===== config.mk =====
export PLATFORM = sky130hd
export DESIGN_NAME = ccff_chain_loader
export DESIGN_NICKNAME = d
export VERILOG_FILES = /design/src/rtl/ccff_pkg.sv /design/src/rtl/ccff_word_serializer.sv /design/src/rtl/ccff_chain_loader.sv
export SDC_FILE = /design/constraint.sdc
export NUM_CORES = 1
export LEC_CHECK = 0
export CORE_AREA = 4 4 63 65
export DETAILED_ROUTE_END_ITERATION = 16
export DIE_AREA = 0 0 67 69
export PLACE_DENSITY = 0.74
export SYNTH_ARGS = -nofsm -noshare
export SYNTH_HDL_FRONTEND = slang
export SYNTH_SLANG_ARGS = --single-unit
export TNS_END_PERCENT = 1

===== constraint.sdc =====
create_clock -name prog_clk -period 3.1 [get_ports prog_clk]
set_input_delay 0.93 -clock prog_clk [delete_from_list [all_inputs] [get_ports prog_clk]]
set_output_delay 0.93 -clock prog_clk [all_outputs]
set_load 0.02 [all_outputs]

===== src/rtl/ccff_pkg.sv =====
// Shared types and sizing helpers for the ccff chain loader.
// Word-count helpers are constant functions used to size the loader's counters.
package ccff_pkg;

    typedef enum logic [2:0] {
        ST_IDLE,
        ST_PROBE,
        ST_LOAD,
        ST_DONE,
        ST_ERR
    } state_e;

    function automatic int word_count(input int chain_len, input int word_w);
        return (chain_len + word_w - 1) / word_w;
    endfunction

    // The final word carries only the bits still needed to fill the chain.
    function automatic int last_word_bits(input int chain_len, input int word_w);
        return ((chain_len % word_w) == 0) ? word_w : (chain_len % word_w);
    endfunction

endpackage


===== src/rtl/ccff_word_serializer.sv =====
// One-word holding buffer that hands out bits MSB-first with zero-bubble refill.
// The final word stops early so its unused low bits are discarded.
module ccff_word_serializer #(
    parameter int WORD_W    = 8,
    parameter int LAST_BITS = WORD_W
) (
    input  logic              prog_clk,
    input  logic              prog_reset,
    input  logic              i_enable,
    input  logic              i_final,
    input  logic [WORD_W-1:0] i_data,
    input  logic              i_valid,
    input  logic              i_advance,
    output logic              o_ready,
    output logic              o_bit,
    output logic              o_bit_valid,
    output logic              o_last
);

    localparam int PTR_W = (WORD_W > 1) ? $clog2(WORD_W) : 1;
    localparam logic [PTR_W-1:0] TOP_IDX   = PTR_W'(WORD_W - 1);
    localparam logic [PTR_W-1:0] FINAL_IDX = PTR_W'(WORD_W - LAST_BITS);

    logic [WORD_W-1:0] r_buf;
    logic [PTR_W-1:0]  r_ptr;
    logic              r_full;
    logic              r_final;

    logic [PTR_W-1:0]  w_stop_idx;
    logic              w_accept;

    assign w_stop_idx  = r_final ? FINAL_IDX : '0;
    assign o_last      = r_full && (r_ptr == w_stop_idx);
    assign o_ready     = i_enable && (!r_full || (o_last && i_advance));
    assign w_accept    = o_ready && i_valid;
    assign o_bit       = r_buf[r_ptr];
    assign o_bit_valid = r_full;

    // NOTE: state registers use non-blocking assignments so every flop samples pre-edge values.
    always_ff @(posedge prog_clk or posedge prog_reset) begin
        if (prog_reset) begin
            // NOTE: the data buffer is reset too; it is one word, so this costs nothing and keeps head clean.
            r_buf   <= '0;
            r_ptr   <= TOP_IDX;
            r_full  <= 1'b0;
            r_final <= 1'b0;
        end else if (w_accept) begin
            r_buf   <= i_data;
            r_ptr   <= TOP_IDX;
            r_full  <= 1'b1;
            r_final <= i_final;
        end else if (i_advance && r_full) begin
            if (o_last) begin
                r_full <= 1'b0;
            end else begin
                r_ptr <= r_ptr - PTR_W'(1);
            end
        end
    end

endmodule


===== src/rtl/ccff_chain_loader.sv =====
// Drives the ccff chain: optional marker probe of chain length, then a gated
// MSB-first bitstream load; releases pad isolation only after a clean load.
module ccff_chain_loader
    import ccff_pkg::*;
#(
    parameter int CHAIN_LEN = 64,
    parameter int WORD_W    = 8,
    parameter int PROBE_EN  = 1,
    parameter int CNT_W     = $clog2(2 * CHAIN_LEN + 1)
) (
    input  logic              prog_clk,
    input  logic              prog_reset,
    input  logic              start,
    input  logic [WORD_W-1:0] cfg_data,
    input  logic              cfg_valid,
    output logic              cfg_ready,
    output logic              ccff_head,
    output logic              ccff_shift_en,
    input  logic              ccff_tail,
    output logic              isol_n,
    output logic              busy,
    output logic              done,
    output logic              error,
    output logic [CNT_W-1:0]  shift_count
);

    localparam int WORDS     = word_count(CHAIN_LEN, WORD_W);
    localparam int LAST_BITS = last_word_bits(CHAIN_LEN, WORD_W);
    localparam int WCNT_W    = $clog2(WORDS + 1);

    localparam logic [CNT_W-1:0]  LEN_CNT   = CNT_W'(CHAIN_LEN);
    localparam logic [CNT_W-1:0]  LEN_M1    = CNT_W'(CHAIN_LEN - 1);
    localparam logic [CNT_W-1:0]  MAX_CNT   = CNT_W'(2 * CHAIN_LEN);
    localparam logic [WCNT_W-1:0] WORDS_CNT = WCNT_W'(WORDS);
    localparam logic [WCNT_W-1:0] FINAL_CNT = WCNT_W'(WORDS - 1);

    state_e            r_state;
    state_e            w_next;
    logic [CNT_W-1:0]  r_shift_count;
    logic [WCNT_W-1:0] r_words;
    logic              r_done;

    logic              w_shift_en;
    logic              w_head;
    logic              w_cnt_clr;
    logic              w_cnt_inc;
    logic              w_enter_load;
    logic [WCNT_W-1:0] w_words_seen;
    logic              w_fill_en;
    logic              w_final;
    logic              w_advance;
    logic              w_ready;
    logic              w_bit;
    logic              w_bit_valid;
    logic              w_last;

    // Words may already be taken in the cycle that enters LOAD, so the first LOAD cycle shifts.
    assign w_words_seen = (r_state == ST_LOAD) ? r_words : '0;
    assign w_fill_en    = ((r_state == ST_LOAD) || w_enter_load) && (w_words_seen < WORDS_CNT);
    assign w_final      = (w_words_seen == FINAL_CNT);
    assign w_advance    = (r_state == ST_LOAD) && w_bit_valid;

    ccff_word_serializer #(
        .WORD_W   (WORD_W),
        .LAST_BITS(LAST_BITS)
    ) u_serializer (
        .prog_clk   (prog_clk),
        .prog_reset (prog_reset),
        .i_enable   (w_fill_en),
        .i_final    (w_final),
        .i_data     (cfg_data),
        .i_valid    (cfg_valid),
        .i_advance  (w_advance),
        .o_ready    (w_ready),
        .o_bit      (w_bit),
        .o_bit_valid(w_bit_valid),
        .o_last     (w_last)
    );

    always_comb begin
        // NOTE: every combinational output gets a default first, so no path can infer a latch.
        w_next       = r_state;
        w_shift_en   = 1'b0;
        w_head       = 1'b0;
        w_cnt_clr    = 1'b0;
        w_cnt_inc    = 1'b0;
        w_enter_load = 1'b0;
        case (r_state)
            ST_IDLE, ST_DONE, ST_ERR: begin
                if (start) begin
                    w_cnt_clr = 1'b1;
                    if (PROBE_EN != 0) begin
                        w_next = ST_PROBE;
                    end else begin
                        w_next       = ST_LOAD;
                        w_enter_load = 1'b1;
                    end
                end
            end
            ST_PROBE: begin
                if (ccff_tail) begin
                    if (r_shift_count == LEN_CNT) begin
                        w_next       = ST_LOAD;
                        w_cnt_clr    = 1'b1;
                        w_enter_load = 1'b1;
                    end else begin
                        w_next = ST_ERR;
                    end
                end else if (r_shift_count >= MAX_CNT) begin
                    w_next = ST_ERR;
                end else begin
                    w_shift_en = 1'b1;
                    w_head     = (r_shift_count == '0);
                    w_cnt_inc  = 1'b1;
                end
            end
            ST_LOAD: begin
                if (w_bit_valid) begin
                    w_shift_en = 1'b1;
                    w_head     = w_bit;
                    w_cnt_inc  = 1'b1;
                    if ((r_shift_count == LEN_M1) && w_last) begin
                        w_next = ST_DONE;
                    end
                end
            end
            default: w_next = ST_IDLE;
        endcase
    end

    always_ff @(posedge prog_clk or posedge prog_reset) begin
        if (prog_reset) begin
            r_state       <= ST_IDLE;
            r_shift_count <= '0;
            r_words       <= '0;
            r_done        <= 1'b0;
        end else begin
            r_state <= w_next;
            r_done  <= (w_next == ST_DONE) && (r_state != ST_DONE);
            if (w_cnt_clr) begin
                r_shift_count <= '0;
            end else if (w_cnt_inc) begin
                r_shift_count <= r_shift_count + CNT_W'(1);
            end
            if (w_ready && cfg_valid) begin
                r_words <= w_words_seen + WCNT_W'(1);
            end else if (r_state != ST_LOAD) begin
                r_words <= '0;
            end
        end
    end

    assign cfg_ready     = w_ready;
    assign ccff_head     = w_head;
    assign ccff_shift_en = w_shift_en;
    assign isol_n        = (r_state == ST_DONE);
    assign busy          = (r_state == ST_PROBE) || (r_state == ST_LOAD);
    assign done          = r_done;
    assign error         = (r_state == ST_ERR);
    assign shift_count   = r_shift_count;

endmodule


==> impl_metrics.toml <==
[cts]
numCtsBuffers = 3
cts.clk_slew.worst_paths_ps = 140
cts_buffer_depth = 2
cts_sinks = 28
post-cts-setup-buffers = 0
clock_latency_ps = 320
cts_tree = "yes"
clock-root-buffer = "clkbuf_4"
cts_max_level = 1

[cells_and_area]
final_area_mm2 = 0.00212
drive_above_1_share = 0.284
final_net_count = 209
syn_to_final_growth_pct = 28.1
multi_input_area_um2 = 886
fillers = 293
regArea_um2 = 704
antenna_cells = 0
final_util = 0.636

[power_and_ir_drop]
ir_worst_vdd_mv = 0.223
p_total_mw = 0.912
leakage_nw = 0.945
power_density_mw_per_mm2 = 429

[worst_hold_path]
hold_path_class = "flop to flop"
min_to = "u_serializer.r_buf[4]$_DFFE_PP0P_"
hold-path-cell-count = 1
min_from = "u_serializer.r_buf[4]$_DFFE_PP0P_"

[timing]
max_freq_mhz = 326
max_slew_margin = 0.638
finalCritPeriodShare = 0.990
hold_violations = 0
setup_viol = 0
worst_slew_pin_slew_ps = 541
fin_crit_ps = 3070
final_max_slew_viol_count = 0
whs_ps = 521
skew_ps = 5.16
rsz0062_at_grt = "yes"

[grt]
overflow = 0
grt_first_pass_wirelength_um = 5640
grt_pass1_vias = 1242
grt_max_degree = 29
grt_util_all_layers = 0.156
antenna_found_initial = 0

[worst_setup_path]
rr_worst_depth = 7
cp-startpoint = "ccff_tail"
crit_arrival_ps = 2140
worstSetupPathType = "primary input to output pin"
rrSetupSlack_ps = 860
required_ps = 2170
endpoint_kind = "output pin"
path_max_fanout = 4
reg2reg_from = "shift_count[0]$_DFFE_PP0P_"
r2r-end = "u_serializer.r_buf[1]$_DFFE_PP0P_"
critPathLaunchType = "primary input"

[synth]
yosysTopAreaCell = "dfrtp_1"
synth_area_mm2 = 0.00166
ys.flop_type = "dfrtp_1"
synthAdderAreaFrac = 0.0377
synthSimpleGateAreaFrac = 0.175
synth_edf_count = 0
synthXorXnorAreaFrac = 0.0528
yosys_warnings = 0
ys_seq_area_frac = 0.425
synth-seq-cells = 28
synth_cell_types = 45
synth_compound_area_frac = 0.146
yosys-top-cells-area = "dfrtp_1 (38%), a2111oi_4 (5.0%), dfstp_2 (4.8%), xnor2_1 (4.8%), ha_1 (3.8%)"
synth_top_family_by_area = "simple AND/OR/NAND/NOR gates"
syn-instance-count = 144
synthesis.nets = 162
synthMuxAreaShare = 0.115
synth_area_per_cell_um2 = 11.5
synth_top_area_frac = 0.377
async_reset_ff_frac = 1.00

[routing]
via_per_inst = 5.29
antenna_left = 0
vias = 1249
drc = 0
wl_per_cell_um = 14.3
routed_wl_um = 3380
drt_first_pass_iters = 4
drt_iter0_markers = 80

[place]
port_buffers = 27
place_area_mm2 = 0.00209
gp_congestion = 0.823
dpl.hpwl_um = 2710

[die]
die_area_mm2 = 0.00462
die_h_um = 69
io_pins = 28
initial_utilization = 0.497
dieWidth_um = 67
rows = 21
core_mm2 = 0.00334

[job]
maxCapViolCount = 0

[outcome]
outcome = "finished clean"
==> critical path: stages <==
cell and delay [ps]:
dlygate4sd2_1 250, buf_4 150, or4b_4 500, a21oi_4 150, buf_4 160
==> report_power, final <==
part           switching [mW]  total [mW]  internal (mW)
Combinational           0.169       0.318          0.149
Clock                   0.104       0.176         0.0719
Sequential             0.0251       0.418          0.393
==> timing repair <==
| item | in CTS | in global routing |
|---|---|---|
| pin swaps | 3 | 0 |
| hold buffers | 0 | 0 |
| gates resized for setup | 13 | 4 |
| setup endpoints to repair | 3 | 3 |
| hold endpoints to repair | 0 | 0 |
==> per-stage QoR <==
| stage | setup slack, ps | cells | TNS [ps] |
|---|---|---|---|
| floorplan | 246 | 144 | 0 |
| global placement | -695 | 232 | -1730 |
| detailed placement | -720 | 232 | -1780 |
| CTS | 8.39 | 236 | 0 |
| global route | -7.97 | 236 | -7.97 |
| finish | 29.9 | 236 | 0 |
==> final cells by class <==
| cell class | count | share of cell area |
|---|---|---|
| multi-input combinational | 103 | 0.417 |
| sequential | 28 | 0.332 |
| timing repair buffer | 47 | 0.193 |
| tap | 46 | 0.0271 |
| clock buffer | 4 | 0.0171 |
| inverter | 8 | 0.0141 |
==> synth_stat cells, types with 2 or more instances <==
cell,number
mux2_2,5
buf_6,4
dfrtp_1,25
dfstp_2,3
nand3_1,9
a2111oi_4,3
mux4_2,2
xnor2_1,9
o31ai_1,2
a211oi_1,3
inv_1,8
o21ai_0,3
nor4_1,2
nand2_1,12
mux2_4,4
or3b_2,2
nor3_1,2
mux2i_1,3
nor2_1,12
and2_1,2
ha_1,5
==> worst max path at each step <==
stage,end,cells past startpoint
2_1_floorplan,cfg_ready,3
3_3_place_gp,cfg_ready,5
3_5_place_dp,cfg_ready,5
4_1_cts,ccff_shift_en,5
5_1_grt,cfg_ready,5
6_report,ccff_shift_en,5
==> logic make-up (layout without fill, tap and decap cells) <==
logic type	count (synthesis)	in the layout
buf+inv	13	59
fa+ha+maj	5	5
compound gates	22	22
flops	28	28
simple gates	52	52
xor+xnor	10	10
mux	14	14
==> registers in the layout (all words and copies together), names as in the netlist <==
name and count:
u_serializer.r_ptr 3, shift_count 8, r_state 3, u_serializer.o_bit_valid 1
done 1, u_serializer.r_buf 8, r_words 4
==> routing by layer <==
layer	global-route usage	part of all wire	vias up
met5	0	0	-
met4	0.0563	0.014	0
li1	-	-	614
met3	0.0325	0.046	4
met1	0.197	0.44	603
met2	0.259	0.50	28
==> cells in the final DEF, fill, tap and decap left out, types with 2 or more instances in the layout <==
cell              n
dfrtp_1          25
clkdlybuf4s50_1  23
buf_4            22
nand2_1          12
nor2_1           12
xnor2_1           9
nand3_1           9
inv_1             8
mux2_2            5
ha_1              5
mux2_4            4
a2111oi_4         3
mux2i_1           3
o21ai_0           3
a211oi_1          3
clkbuf_4          3
dfstp_2           3
or4b_4            2
o31ai_1           2
or3b_2            2
nor4_1            2
and2_1            2
mux4_2            2
nor3_1            2
No activity file was read; power rests on OpenSTA's default activity.
